## config.mk

```make
export PLATFORM = sky130hd
export DESIGN_NAME = decode_sequencer
export DESIGN_NICKNAME = d
export VERILOG_FILES = /design/src/rtl/decode_sequencer.sv
export SDC_FILE = /design/constraint.sdc
export NUM_CORES = 1
export LEC_CHECK = 0
export CORE_AREA = 5 5 297 299
export DETAILED_ROUTE_END_ITERATION = 16
export DIE_AREA = 0 0 302 304
export PLACE_DENSITY_LB_ADDON = 0.08
export SLEW_MARGIN = 20
export SYNTH_ARGS = -nofsm -noshare
export SYNTH_HDL_FRONTEND = slang
export SYNTH_SLANG_ARGS = --single-unit
```

## constraint.sdc

```tcl
create_clock -name clk -period 7.8 [get_ports clk]
set_input_delay 0.78 -clock clk [delete_from_list [all_inputs] [get_ports clk]]
set_output_delay 0.78 -clock clk [all_outputs]
set_load 0.02 [all_outputs]
```

## src/rtl/decode_sequencer.sv

```systemverilog
// decode_sequencer: fetch-entry FIFO feeding the decoder, with serialization/restart sequencing toward rename.
`ifndef M_WIDTH
`define M_WIDTH 64
`endif
`ifndef LG_PHT_SZ
`define LG_PHT_SZ 10
`endif
module decode_sequencer #(
    parameter int QDEPTH  = 4,
    parameter int M_WIDTH = `M_WIDTH,
    parameter int LG_PHT  = `LG_PHT_SZ
) (
    input  logic               clk,
    input  logic               reset,
    input  logic               mode64,
    input  logic               flush,
    input  logic               fq_valid,
    input  logic [31:0]        fq_insn,
    input  logic [M_WIDTH-1:0] fq_pc,
    input  logic               fq_pred,
    input  logic [LG_PHT-1:0]  fq_pht_idx,
    input  logic [M_WIDTH-1:0] fq_pred_target,
    output logic               fq_ready,
    output logic [31:0]        dec_insn,
    output logic [M_WIDTH-1:0] dec_pc,
    output logic               dec_pred,
    output logic [LG_PHT-1:0]  dec_pht_idx,
    output logic [M_WIDTH-1:0] dec_pred_target,
    output logic               dec_mode64,
    input  logic               dec_serializing,
    input  logic               dec_must_restart,
    output logic               uop_valid,
    input  logic               uop_ready,
    input  logic               rob_empty,
    output logic [1:0]         seq_state
);
    localparam int AW = $clog2(QDEPTH);
    localparam int EW = 32 + 2 * M_WIDTH + 1 + LG_PHT;

    typedef enum logic [1:0] {RUN = 2'd0, SER_WAIT = 2'd1, SER_HOLD = 2'd2, RESTART = 2'd3} state_t;

    state_t        state, next;
    logic [AW-1:0] head, tail;
    logic [AW:0]   count;
    logic [EW-1:0] mem [QDEPTH];
    logic          nonempty, push, pop;

    assign nonempty   = count != '0;
    assign fq_ready   = (count != (AW+1)'(QDEPTH)) && !flush;
    assign push       = fq_valid && fq_ready;
    assign pop        = uop_valid && uop_ready && !flush;
    assign seq_state  = state;
    assign dec_mode64 = mode64;
    assign {dec_insn, dec_pc, dec_pred, dec_pht_idx, dec_pred_target} = mem[head];

    always_ff @(posedge clk)
        if (push) mem[tail] <= {fq_insn, fq_pc, fq_pred, fq_pht_idx, fq_pred_target};

    always_ff @(posedge clk or negedge reset)
        if (!reset) begin
            head  <= '0;
            tail  <= '0;
            count <= '0;
            state <= RUN;
        end else if (flush) begin
            head  <= '0;
            tail  <= '0;
            count <= '0;
            state <= RUN;
        end else begin
            if (push) tail <= tail + AW'(1);
            if (pop) head <= head + AW'(1);
            if (push && !pop) count <= count + 1'b1;
            else if (pop && !push) count <= count - 1'b1;
            state <= next;
        end

    // A serializing head waits for an empty ROB before issue; after it issues,
    // younger ops wait again for it to retire (or for a flush if it restarts).
    always_comb begin
        next      = state;
        uop_valid = 1'b0;
        case (state)
            RUN: begin
                uop_valid = nonempty && (!dec_serializing || rob_empty);
                if (nonempty && dec_serializing && !rob_empty) next = SER_WAIT;
            end
            SER_WAIT: begin
                uop_valid = nonempty && rob_empty;
                if (!nonempty || !dec_serializing) next = RUN;
            end
            SER_HOLD: next = rob_empty ? RUN : SER_HOLD;
            default: next = RESTART;
        endcase
        if (pop && dec_serializing) next = dec_must_restart ? RESTART : SER_HOLD;
    end
endmodule

```

==> impl_metrics.json <==
{
  "status": "complete, no violations",
  "timing.critical_path.slowest_stage_cell": "sky130_fd_sc_hd__dfrtp_4",
  "fp.dieArea_mm2": 0.0918,
  "die-height_um": 304,
  "netlist_instances": 972,
  "cp_cell_sequence": "buf_4, mux4_2, clkdlybuf4s50_1",
  "htreeDepth": 3,
  "tightest_slew_ns": 1.05,
  "antenna_found_initial": 11,
  "synth_fa_ha_area_frac": 0.00475,
  "inserted_clock_buffers": 79,
  "cts_tree": "done",
  "final_slew_violations": 0,
  "grt_max_degree": 99,
  "synth_compound_area_frac": 0.00470,
  "dr.first_iter.drc_count": 514,
  "power.density_cell_area_mw_per_mm2": 315,
  "grt_use_met2": 0.214,
  "achievable-frequency_mhz": 221,
  "synth_xor_area_frac": 0.000693,
  "grt_first_pass_wirelength_mm": 87.7,
  "final_cell_area_mm2": 0.0327,
  "via_count_of_the_first_global_routing_pass": 12700,
  "synth_top_family_by_area": "multiplexers",
  "post_synthesis_mean_instance_area_um2": 26.0,
  "max-slew-margin-rel": 0.302,
  "synth.cell_area_mm2": 0.0253,
  "die_width_um": 302,
  "number_of_setup_buffers_added_after_cts": 0,
  "routed-via-count": 11600,
  "buffer_ports.inserted": 353,
  "power.leakage_nw": 10.0,
  "setup_total_negative_slack_ns": 0,
  "floorplan.initialDensity": 0.298,
  "drcViolationCount": 0,
  "place.gp.congestion": 0.696,
  "worst_path_largest_cell_delay_ns": 1.02,
  "postCtsHoldBufs": 0,
  "critPathMaxFanout": 43,
  "drtAntennaViolNets": 0,
  "maxCapViolCount": 0,
  "post-place-ws_ns": 3.74,
  "clock-sinks": 693,
  "synth_simple_gate_area_share": 0.00638,
  "postPlaceCellArea_mm2": 0.0303,
  "cts_repair_resize_count": 0,
  "end_of_the_worst_register_to_register_path": "mem[0][13]",
  "synth_register_bits": 693,
  "final_nets": 1569,
  "post_route_cells_drive_above_1_share": 0.207,
  "worst_supply_voltage_drop_on_vdd_mv": 0.166,
  "synthDistinctLibCells": 36,
  "worstSkewPairLatency_ns": 0.61,
  "period_utilization": 0.581,
  "vias_per_cell": 4.48,
  "regToRegStartpoint": "count[2]",
  "drt_wl_total_mm": 60.2,
  "clock_skew_ns": 0.0203,
  "setup_viol_count_final": 0,
  "area.growth.synth_to_final_pct": 29.3,
  "syn_nets": 1161,
  "rsz0062_at_grt": "false",
  "grt_most_used_layer": "met2",
  "yosysWarningCount": 0,
  "finalWorstSetupSlack_ns": 3.27,
  "global_route.usage.met1": 0.160,
  "place.detailed.hpwl_mm": 35.5,
  "clk_path_buf_depth": 3,
  "worst-setup-path-type": "register to output port",
  "gr-usage-met3": 0.0491,
  "hold_violations": 0,
  "clock-root-buffer": "sky130_fd_sc_hd__clkbuf_16",
  "worst_setup_path_end_kind": "output port",
  "placement_rows": 107,
  "critPathLaunchType": "register",
  "hold_class": "input port to async pin",
  "utilization": 0.385,
  "floorplan.io_pins": 356,
  "wire_per_inst_um": 23.3,
  "synth_seq_area_share": 0.821,
  "global_route.overflow_total": 0,
  "track_usage": 0.129,
  "drt_pre_antenna_iters": 4,
  "period_minus_slack_ns": 4.53,
  "clock_pin_slew_of_the_registers_on_the_worst_case_setup_and_hold_paths_ns": 0.06,
  "reg2reg_setup_slack_ns": 4.81,
  "timing.critical_path.arrival_ns": 3.75,
  "core_area_mm2": 0.0849,
  "timing.critical_path.required_ns": 7.02,
  "worst-r2r-cell-count": 5,
  "mux_contribution_to_synthesized_area": 0.154
}
==> critical path, delay by kind of cell (launching register included) <==
kind	cells	cell delay [ns]
flops	1	1.02
mux	1	0.60
buf+inv	2	1.41
==> through the flow <==
stage	power [mW]	std cells	hold slack, ns
floorplan	5.89	972	0.484
global placement	6.97	2443	0.593
detailed placement	6.97	2443	0.596
CTS	10.5	2582	0.478
global route	10.8	2582	0.512
finish	10.3	2586	0.514
==> registers in the layout, summed over array words and instances (netlist names) <==
register   cells
count          3
head           2
mem          684
seq_state      2
tail           2
==> cell usage in the layout, fill, tap and decap left out, types with 2 or more instances in the layout <==
| cell | synthesis | final |
|---|---|---|
| sky130_fd_sc_hd__edfxtp_1 | 684 | 684 |
| sky130_fd_sc_hd__clkdlybuf4s50_1 | 0 | 353 |
| sky130_fd_sc_hd__mux4_2 | 171 | 171 |
| sky130_fd_sc_hd__clkbuf_16 | 0 | 80 |
| sky130_fd_sc_hd__clkinv_1 | 0 | 20 |
| sky130_fd_sc_hd__clkbuf_1 | 16 | 19 |
| sky130_fd_sc_hd__buf_4 | 1 | 11 |
| sky130_fd_sc_hd__inv_1 | 9 | 9 |
| sky130_fd_sc_hd__ha_1 | 8 | 8 |
| sky130_fd_sc_hd__clkinv_2 | 0 | 8 |
| sky130_fd_sc_hd__dfrtp_1 | 9 | 7 |
| sky130_fd_sc_hd__bufinv_16 | 0 | 6 |
| sky130_fd_sc_hd__nor2_1 | 5 | 5 |
| sky130_fd_sc_hd__diode_2 | 0 | 4 |
| sky130_fd_sc_hd__and2_4 | 0 | 4 |
| sky130_fd_sc_hd__or3_1 | 4 | 4 |
| sky130_fd_sc_hd__buf_12 | 0 | 4 |
| sky130_fd_sc_hd__nand2_1 | 3 | 3 |
| sky130_fd_sc_hd__a21oi_1 | 3 | 3 |
| sky130_fd_sc_hd__o21ai_0 | 3 | 3 |
| sky130_fd_sc_hd__inv_6 | 0 | 3 |
| sky130_fd_sc_hd__nor3b_1 | 2 | 2 |
| sky130_fd_sc_hd__mux2i_1 | 2 | 2 |
| sky130_fd_sc_hd__xnor2_1 | 2 | 2 |
| sky130_fd_sc_hd__o31ai_1 | 2 | 2 |
| sky130_fd_sc_hd__mux2_2 | 2 | 2 |
| sky130_fd_sc_hd__nor4b_1 | 2 | 2 |
| sky130_fd_sc_hd__clkinvlp_4 | 0 | 2 |
| sky130_fd_sc_hd__dfrtp_4 | 0 | 2 |
==> synth_stat cells (all sizes together) <==
library cell / number / area [um^2]
ha: 8 / 100
fa: 1 / 20.0
xnor2: 2 / 17.5
inv: 9 / 33.8
o21ai: 3 / 15.0
o311ai: 1 / 8.76
nor4b: 2 / 17.5
o2111a: 1 / 11.3
o2111ai: 1 / 8.76
mux2: 2 / 22.5
nor2: 5 / 18.8
or3b: 1 / 8.76
mux4: 171 / 3850
o32ai: 1 / 8.76
o21a: 1 / 7.51
nor3b: 2 / 15.0
or2: 1 / 6.26
mux2i: 2 / 20.0
clkbuf: 16 / 60.1
nand3: 1 / 5.00
o21bai: 1 / 7.51
or3: 5 / 36.3
a311oi: 1 / 8.76
a31oi: 1 / 6.26
and3: 1 / 11.3
and2: 5 / 31.3
dfrtp: 9 / 225
o31ai: 2 / 15.0
a21oi: 3 / 15.0
edfxtp: 684 / 20500
o22ai: 1 / 6.26
buf: 25 / 119
nand2: 3 / 11.3
==> power by group <==
part / internal [mW] / switching (mW)
clock network: 2.07 / 1.42
registers: 4.36 / 0.116
logic: 1.14 / 1.18
==> worst max-delay path by stage <==
stage / from / end / slack [ns] / cells past startpoint
3_5_place_dp: flush / mem[0][52] / 3.74 / 5
4_1_cts: head[0] / dec_insn[3] / 3.07 / 3
5_1_grt: head[0] / dec_insn[3] / 2.95 / 3
2_1_floorplan: flush / mem[0][0] / 1.93 / 3
3_3_place_gp: head[0] / dec_pred_target[5] / 3.71 / 3
6_report: head[0] / dec_insn[3] / 3.27 / 3
==> cell type report <==
class	count	area, um^2
Antenna cell	4	10.0
Inverter	9	33.8
Timing Repair Buffer	368	3700
Sequential cell	693	20800
Clock inverter	40	353
Clock buffer	99	2070
Tap cell	1144	1430
Multi-Input combinational cell	229	4320
Fill cell	7764	52200
==> routing by layer <==
layer / part of all wire / up-vias
met5: 0.0017 / -
met4: 0.024 / 14
met3: 0.082 / 110
met2: 0.49 / 322
met1: 0.40 / 6105
li1: - / 5036
==> cell families after synthesis <==
logic type,count (synthesis)
compound gates,17
flops,693
mux,175
buf+inv,50
fa+ha+maj,9
xor+xnor,2
simple gates,26
No activity file was read; power rests on OpenSTA's default activity.
